<file path="src/rtl/bus_trace_pkg.sv">
// Shared types and record-layout helpers for the 386SX bus-cycle tracer.
// Record layout, LSB first: data, address, be_b, control, timestamp, ovf.
package bus_trace_pkg;

   localparam int CTRL_W = 3;
   localparam int BE_W   = 2;

   // {M/IO#, D/C#, W/R#} as presented by the CPU
   typedef enum logic [2:0] {
      INT_ACK = 3'b000,
      UNDEF   = 3'b001,
      IO_RD   = 3'b010,
      IO_WR   = 3'b011,
      CODE_RD = 3'b100,
      HALT    = 3'b101,
      MEM_RD  = 3'b110,
      MEM_WR  = 3'b111
   } bus_class_e;

   typedef enum logic [1:0] {S_IDLE, S_LOAD, S_SHIFT, S_GAP} ser_state_e;

   typedef enum int {F_DATA, F_ADDR, F_BE, F_CTRL, F_TS, F_OVF} rec_field_e;

   function automatic int fld_off(rec_field_e f, int addr_w, int data_w, int ts_w);
      int off;
      off = 0;
      if (f > F_DATA) off += data_w;
      if (f > F_ADDR) off += addr_w;
      if (f > F_BE)   off += BE_W;
      if (f > F_CTRL) off += CTRL_W;
      if (f > F_TS)   off += ts_w;
      return off;
   endfunction

   function automatic int rec_w(int addr_w, int data_w, int ts_w);
      return fld_off(F_OVF, addr_w, data_w, ts_w) + 1;
   endfunction

   function automatic int bpl(int rw, int lanes);
      return (rw + lanes - 1) / lanes;
   endfunction

endpackage

</file>
<file path="src/rtl/trace_fifo.sv">
// Synchronous record FIFO; a push is accepted at full when a pop happens on
// the same edge, and a pop at empty is ignored.
module trace_fifo #(
   parameter int W     = 62,
   parameter int DEPTH = 16,
   localparam int AW   = $clog2(DEPTH)
) (
   input  logic          clk2x,
   input  logic          reset_n,
   input  logic          push_i,
   input  logic [W-1:0]  wdata_i,
   input  logic          pop_i,
   output logic [W-1:0]  rdata_o,
   output logic          full_o,
   output logic          empty_o,
   output logic [AW:0]   level_o
);

   logic [W-1:0]  mem_q [DEPTH];
   logic [AW-1:0] wp_q, rp_q;
   logic [AW:0]   level_q;
   logic          do_push, do_pop;

   assign empty_o = (level_q == '0);
   assign full_o  = (level_q == (AW+1)'(DEPTH));
   assign level_o = level_q;
   assign rdata_o = mem_q[rp_q];
   assign do_pop  = pop_i && !empty_o;
   assign do_push = push_i && (!full_o || do_pop);

   always_ff @(posedge clk2x or negedge reset_n) begin
      if (!reset_n) begin
         wp_q    <= '0;
         rp_q    <= '0;
         level_q <= '0;
      end else begin
         if (do_push) wp_q <= wp_q + 1'b1;
         if (do_pop)  rp_q <= rp_q + 1'b1;
         case ({do_push, do_pop})
            2'b10:   level_q <= level_q + 1'b1;
            2'b01:   level_q <= level_q - 1'b1;
            default: level_q <= level_q;
         endcase
      end
   end

   always_ff @(posedge clk2x) begin
      if (do_push) mem_q[wp_q] <= wdata_i;
   end

endmodule

</file>
<file path="src/rtl/bus_trace_capture.sv">
// 386SX bus-cycle tracer: two-slot pipelined-address tracker, class filter,
// overflow accounting, record FIFO and multi-lane serial streamer.
module bus_trace_capture
   import bus_trace_pkg::*;
#(
   parameter int ADDR_W   = 24,
   parameter int DATA_W   = 16,
   parameter int TS_W     = 16,
   parameter int DEPTH    = 16,
   parameter int LANES    = 5,
   parameter int SCLK_DIV = 2
) (
   input  logic                     clk2x,
   input  logic                     reset_n,
   input  logic                     arm,
   input  logic [7:0]               capture_mask,
   input  logic                     ads_b,
   input  logic                     ready_b,
   input  logic [ADDR_W-1:0]        address_i,
   input  logic [DATA_W-1:0]        data_i,
   input  logic [1:0]               be_b,
   input  logic [2:0]               control,
   output logic                     sclk,
   output logic                     cs_n,
   output logic [LANES-1:0]         sout,
   output logic [$clog2(DEPTH):0]   fifo_level,
   output logic [7:0]               overflow_cnt,
   output logic                     protocol_err
);

   localparam int REC_W    = rec_w(ADDR_W, DATA_W, TS_W);
   localparam int BPL      = bpl(REC_W, LANES);
   localparam int OFF_ADDR = fld_off(F_ADDR, ADDR_W, DATA_W, TS_W);
   localparam int OFF_BE   = fld_off(F_BE,   ADDR_W, DATA_W, TS_W);
   localparam int OFF_CTRL = fld_off(F_CTRL, ADDR_W, DATA_W, TS_W);
   localparam int OFF_TS   = fld_off(F_TS,   ADDR_W, DATA_W, TS_W);
   localparam int OFF_OVF  = fld_off(F_OVF,  ADDR_W, DATA_W, TS_W);
   localparam int PER      = 2 * SCLK_DIV;
   localparam int PW       = $clog2(PER);
   localparam int BW       = $clog2(BPL + 1);

   typedef struct packed {
      logic              v;
      logic [ADDR_W-1:0] addr;
      logic [1:0]        be;
      bus_class_e        ctrl;
      logic [TS_W-1:0]   ts;
   } slot_t;

   logic [TS_W-1:0]  ts_q;
   slot_t            cur_q, cur_d, pend_q, pend_d, new_slot;
   logic             proto_q, proto_d;
   logic             retire, ads_hit;
   logic             push_q, push_d;
   logic [REC_W-1:0] rec_q, rec_d, wdata;
   logic             drop, drop_flag_q, drop_flag_d;
   logic [7:0]       ovf_cnt_q, ovf_cnt_d;

   logic [REC_W-1:0]           rdata;
   logic                       fifo_full, fifo_empty, pop;
   logic [LANES*BPL-1:0]       padded;
   ser_state_e                 state_q, state_d;
   logic [PW-1:0]              ph_q;
   logic [BW-1:0]              bit_q;
   logic [LANES-1:0][BPL-1:0]  lanes_q;
   logic                       ph_last, bit_last;

   // Retire happens before the new ADS is placed, so a same-edge ADS sees
   // the slots as they are after promotion.
   always_comb begin
      new_slot      = '0;
      new_slot.v    = 1'b1;
      new_slot.addr = address_i;
      new_slot.be   = be_b;
      new_slot.ctrl = bus_class_e'(control);
      new_slot.ts   = ts_q;
      retire  = !ready_b && cur_q.v;
      ads_hit = !ads_b && arm;
      cur_d   = cur_q;
      pend_d  = pend_q;
      proto_d = proto_q;
      if (retire) begin
         cur_d  = pend_q;
         pend_d = '0;
      end
      if (ads_hit) begin
         if (!cur_d.v)       cur_d   = new_slot;
         else if (!pend_d.v) pend_d  = new_slot;
         else                proto_d = 1'b1;
      end
   end

   always_comb begin
      push_d = retire && capture_mask[cur_q.ctrl];
      rec_d  = '0;
      rec_d[DATA_W-1:0]           = data_i;
      rec_d[OFF_ADDR +: ADDR_W]   = cur_q.addr;
      rec_d[OFF_BE +: BE_W]       = cur_q.be;
      rec_d[OFF_CTRL +: CTRL_W]   = cur_q.ctrl;
      rec_d[OFF_TS +: TS_W]       = cur_q.ts;
      wdata          = rec_q;
      wdata[OFF_OVF] = drop_flag_q;
   end

   always_comb begin
      drop        = push_q && fifo_full && !pop;
      drop_flag_d = drop_flag_q;
      ovf_cnt_d   = ovf_cnt_q;
      if (drop) begin
         drop_flag_d = 1'b1;
         if (ovf_cnt_q != 8'hFF) ovf_cnt_d = ovf_cnt_q + 1'b1;
      end else if (push_q) begin
         drop_flag_d = 1'b0;
      end
   end

   always_ff @(posedge clk2x or negedge reset_n) begin
      if (!reset_n) begin
         ts_q        <= '0;
         cur_q       <= '0;
         pend_q      <= '0;
         proto_q     <= 1'b0;
         push_q      <= 1'b0;
         rec_q       <= '0;
         drop_flag_q <= 1'b0;
         ovf_cnt_q   <= '0;
      end else begin
         ts_q        <= ts_q + 1'b1;
         cur_q       <= cur_d;
         pend_q      <= pend_d;
         proto_q     <= proto_d;
         push_q      <= push_d;
         rec_q       <= rec_d;
         drop_flag_q <= drop_flag_d;
         ovf_cnt_q   <= ovf_cnt_d;
      end
   end

   trace_fifo #(.W(REC_W), .DEPTH(DEPTH)) u_fifo (
      .clk2x   (clk2x),
      .reset_n (reset_n),
      .push_i  (push_q),
      .wdata_i (wdata),
      .pop_i   (pop),
      .rdata_o (rdata),
      .full_o  (fifo_full),
      .empty_o (fifo_empty),
      .level_o (fifo_level)
   );

   assign overflow_cnt = ovf_cnt_q;
   assign protocol_err = proto_q;

   assign ph_last  = (ph_q == PW'(PER - 1));
   assign bit_last = (bit_q == BW'(BPL - 1));

   always_ff @(posedge clk2x or negedge reset_n) begin
      if (!reset_n) state_q <= S_IDLE;
      else          state_q <= state_d;
   end

   always_comb begin
      state_d = state_q;
      case (state_q)
         S_IDLE:  if (!fifo_empty) state_d = S_LOAD;
         S_LOAD:  state_d = S_SHIFT;
         S_SHIFT: if (bit_last && ph_last) state_d = S_GAP;
         S_GAP:   if (ph_last) state_d = fifo_empty ? S_IDLE : S_LOAD;
         default: state_d = S_IDLE;
      endcase
   end

   always_comb begin
      pop  = (state_q == S_LOAD);
      cs_n = (state_q != S_SHIFT);
      sclk = (state_q == S_SHIFT) && (ph_q >= PW'(SCLK_DIV));
      for (int k = 0; k < LANES; k++)
         sout[k] = (state_q == S_SHIFT) && lanes_q[k][BPL-1];
   end

   always_comb begin
      padded              = '0;
      padded[REC_W-1:0]   = rdata;
   end

   always_ff @(posedge clk2x or negedge reset_n) begin
      if (!reset_n) begin
         ph_q    <= '0;
         bit_q   <= '0;
         lanes_q <= '0;
      end else begin
         case (state_q)
            S_LOAD: begin
               lanes_q <= padded;
               ph_q    <= '0;
               bit_q   <= '0;
            end
            S_SHIFT: begin
               ph_q <= ph_last ? '0 : ph_q + 1'b1;
               if (ph_last) begin
                  bit_q <= bit_q + 1'b1;
                  for (int k = 0; k < LANES; k++) lanes_q[k] <= lanes_q[k] << 1;
               end
            end
            S_GAP:   ph_q <= ph_last ? '0 : ph_q + 1'b1;
            default: ph_q <= '0;
         endcase
      end
   end

endmodule

</file>
<file path="config.mk">
export PLATFORM = sky130hd
export DESIGN_NAME = bus_trace_capture
export DESIGN_NICKNAME = d
export VERILOG_FILES = /design/src/rtl/bus_trace_pkg.sv /design/src/rtl/trace_fifo.sv /design/src/rtl/bus_trace_capture.sv
export SDC_FILE = /design/constraint.sdc
export NUM_CORES = 1
export LEC_CHECK = 0
export BUFFER_PORTS_ARGS = -buffer_cell sky130_fd_sc_hd__buf_2
export CORE_UTILIZATION = 55
export DETAILED_ROUTE_END_ITERATION = 12
export GPL_TIMING_DRIVEN = 0
export PLACE_DENSITY_LB_ADDON = 0.12
export SYNTH_ARGS = -nofsm -noshare
export SYNTH_HDL_FRONTEND = slang
export SYNTH_HIERARCHICAL = 1
export SYNTH_SLANG_ARGS = --single-unit
</file>
<file path="constraint.sdc">
create_clock -name clk2x -period 7.3 [get_ports clk2x]
set_input_delay 1.095 -clock clk2x [delete_from_list [all_inputs] [get_ports clk2x]]
set_output_delay 1.095 -clock clk2x [all_outputs]
set_load 0.005 [all_outputs]
</file>
==> impl_results.md <==
- Leading register cell type out of synthesis: edfxtp_1
- Minimum clock period after layout: 4.28 ns
- Remaining DRCs: 0
- GRT overflow: 0
- P&R area growth vs syn: 15.4%
- Psw: 0.00613 W
- Clock skew: 0.0222 ns
- Wirelength, routed: 112 mm
- Number of synthesized flops with an enable pin: 992
- Setup Fix Bufs, Post-CTS: 0
- Post_cts resized: 0
- Via Count: 24900
- Max-slew headroom: 25.1%
- Synth Net Count: 2609
- Yosys top cell area share: 61.9%
- Seq pwr share: 42.6%
- Yosys top cell by area: edfxtp_1
- Die height: 298 µm
- Status: finished, final reports clean
- PortBufs: 78
- Pint: 0.0144 W
- Fmax: 234 MHz
- Post-synthesis cell area: 48100 µm²
- Most frequent cells after synthesis: 992 x edfxtp_1, 289 x nand2_1, 266 x dfrtp_1
- Worst reg2reg setup slack: 3.68 ns
- Period utilization: 58.6%
- CP required: 6.20 ns
- Initial antenna violation count: 2
- Syn avg cell area: 19.0 µm²
- Cell count of the worst reg-to-reg path: 9
- Clk buf depth: 3
- Setup TNS: 0 ns
- Seq/Total Area, Yosys: 75.8%
- Nets@finish: 2889
- Pins Over Slew Limit: 0
- Core ar.: 86800 µm²
- CP arrival: 3.18 ns
- R2R Path End: u_fifo/mem_q[8][19]
- CTS tree: done
- Maxcap violations: 0
- FP Rows: 108
- First-pass GRT wire length: 166 mm
- Initial drt markers: 2723
- Starting density of the core: 55.5%
- Netlist cell types: 57
- Die span in x: 298 µm
- Inserted Clock Buffers: 131
- Hold buffer count at cts: 0
- Final Hold Vio Count: 0
- Cell count after synthesis: 2531
- R2r startpoint: state_q[1]
- Largest net degree at the start of global routing: 115
- Synth area leaders: edfxtp_1 62%, dfrtp_1 14%, mux4_2 12%
- RSZ-0062 raised after global routing: false
- CTS clk-pin slew, worst paths: 0.06 ns
- Endpoints failing setup: 0
- Crit path kind: reg -> out
- Routability cong.: 0.787
- Hpwl dp: 71.6 mm
- Pwr/cell area: 369 nW/µm²
- Clock root cell: clkbuf_16
- Number of global-route vias before repair: 25700
- DR pass1 iterations: 5
- Leakage: 19.4 nW
- Clock power frac: 32.0%
- Dpl cell area: 51200 µm²
- Detailed-route wire length per cell: 27.5 µm
- N_diodes: 0
- Yosys reg bits: 1258
- Drt via density: 6.12
- Comb pwr share: 25.4%
- Die Area: 88700 µm²
- Critical path fanouts, max: 10
- Sw Ratio: 29.9%
- Clk sink count: 1258
- Clock latency on the worst-skew pair: 0.73 ns
- Top-count cell post-synth: edfxtp_1
- # IOs: 79
- Slew @ Worst Pin: 1.12 ns
- VDD IR max: 0.237 mV
- Synth warn: 6
- Post-synth ARST share: 21.1%
- CP Capture Type: output pin
- Total global-route track usage: 25.9%
- Share of cells above drive strength 1: 23.5%
- Final ANT Viol Nets: 0
- Hold Crit Class: in -> async
- Worst setup SP type: flip-flop
- Post-route cell area: 55500 µm²
- H-tree depth: 4
[state kept, by name, indices dropped and copies added (netlist names)]
register        count
bit_q               4
cur_q              46
drop_flag_q         1
lanes_q            65
overflow_cnt        8
pend_q             46
ph_q                2
protocol_err        1
push_q              1
rec_q              61
state_q             2
ts_q               16
u_fifo/level_o      5
u_fifo/mem_q      992
u_fifo/rp_q         4
u_fifo/wp_q         4
[through the flow]
| step | setup slack (ns) | utilization (%) | instances | total power, W | hold slack, ns |
|---|---|---|---|---|---|
| after floorplan | 1.30 | - | 2531 | 0.0122 | 0.353 |
| after global placement | -5.02 | 57.6 | 3764 | 0.0139 | 0.360 |
| after detailed placement | 3.64 | 59.0 | 3833 | 0.0141 | 0.361 |
| after CTS | 2.97 | 64.0 | 4071 | 0.0207 | 0.346 |
| after global routing | 2.89 | 64.0 | 4071 | 0.0214 | 0.375 |
| final | 3.02 | 64.0 | 4071 | 0.0205 | 0.361 |
[worst max-delay path, stage by stage, from the launching register on]
cell and delay [ns]:
dfrtp_1 0.41, inv_1 0.16, ha_1 0.17, buf_2 0.27, buf_2 0.40, clkbuf_1 0.59
and2_1 0.31, buf_2 0.15
[per-layer routing]
metal  share of wire [%]  track usage (%)
met1                  41             36.9
met2                  49             41.4
met3                 8.3             5.47
met4                 1.9             6.79
met5                   0                0
[worst max-delay path by stage]
stage                     cells past startpoint                   to  slack (ns)        from
after CTS                                     7              sout[3]        2.97  state_q[0]
after floorplan                               5   u_fifo/mem_q[8][0]        1.30  state_q[1]
final                                         7              sout[3]        3.02  state_q[0]
after detailed placement                      9  u_fifo/mem_q[8][25]        3.64  state_q[1]
after global placement                        6  u_fifo/mem_q[0][21]       -5.02  state_q[1]
after global routing                          7              sout[3]        2.89  state_q[0]
[cell families (layout without fill, tap and decap cells)]
kind of cell    Yosys count  after routing  share of synthesized area (%)
xor+xnor                 27             27                          0.492
fa+ha+maj                20             20                          0.536
compound gates          323            323                           4.23
simple gates            381            381                           3.31
buf+inv                 159            544                           1.61
flops                  1258           1258                           75.8
mux                     363            363                           14.1
[power groups by stage]
stage | combinational, W | sequential, W | clock [W]
after floorplan | 0.00352 | 0.00873 | 0
after global placement | 0.00506 | 0.00886 | 0
after detailed placement | 0.00522 | 0.00888 | 0
after CTS | 0.00524 | 0.00873 | 0.00668
after global routing | 0.00560 | 0.00880 | 0.00696
final | 0.00520 | 0.00873 | 0.00656
[cells in the final DEF (no fill, tap or decap), types with 4 or more instances in the layout]
cell,netlist,routed
buf_12,0,31
clkbuf_1,53,84
bufinv_16,0,8
clkbuf_16,0,137
a21oi_1,11,11
clkinv_8,0,6
nor2_4,0,12
buf_6,2,31
xor2_1,9,9
edfxtp_1,992,992
buf_4,31,33
a22oi_1,125,125
xnor2_1,18,18
ha_1,19,19
nor3_2,0,4
nand3_1,13,13
clkbuf_2,5,5
nand2b_1,10,10
clkinv_2,0,18
buf_1,19,19
o21ai_1,8,8
nor2_1,29,17
mux4_2,250,250
buf_2,33,110
nand4_1,7,7
nor2b_1,4,4
clkinv_1,0,17
o21ai_0,145,145
a21boi_0,6,6
mux2i_1,108,108
nand2_1,289,289
mux2_2,4,4
clkbuf_8,0,14
dfrtp_1,266,266
inv_1,15,15
inv_6,0,5
buf_16,0,6
o22ai_1,8,8
nor3_1,8,4
and2_1,7,7
[cell type report]
type / count / area [µm²]
flip-flops and latches: 1258 / 36400
plain buffers: 143 / 716
well taps: 1155 / 1450
inverters: 16 / 60.1
fillers: 5971 / 31300
clock inverters: 56 / 551
multi-input cells: 1114 / 11000
repair buffers: 147 / 1540
clock buffers: 182 / 3740
(Power assumes the default switching activity.)
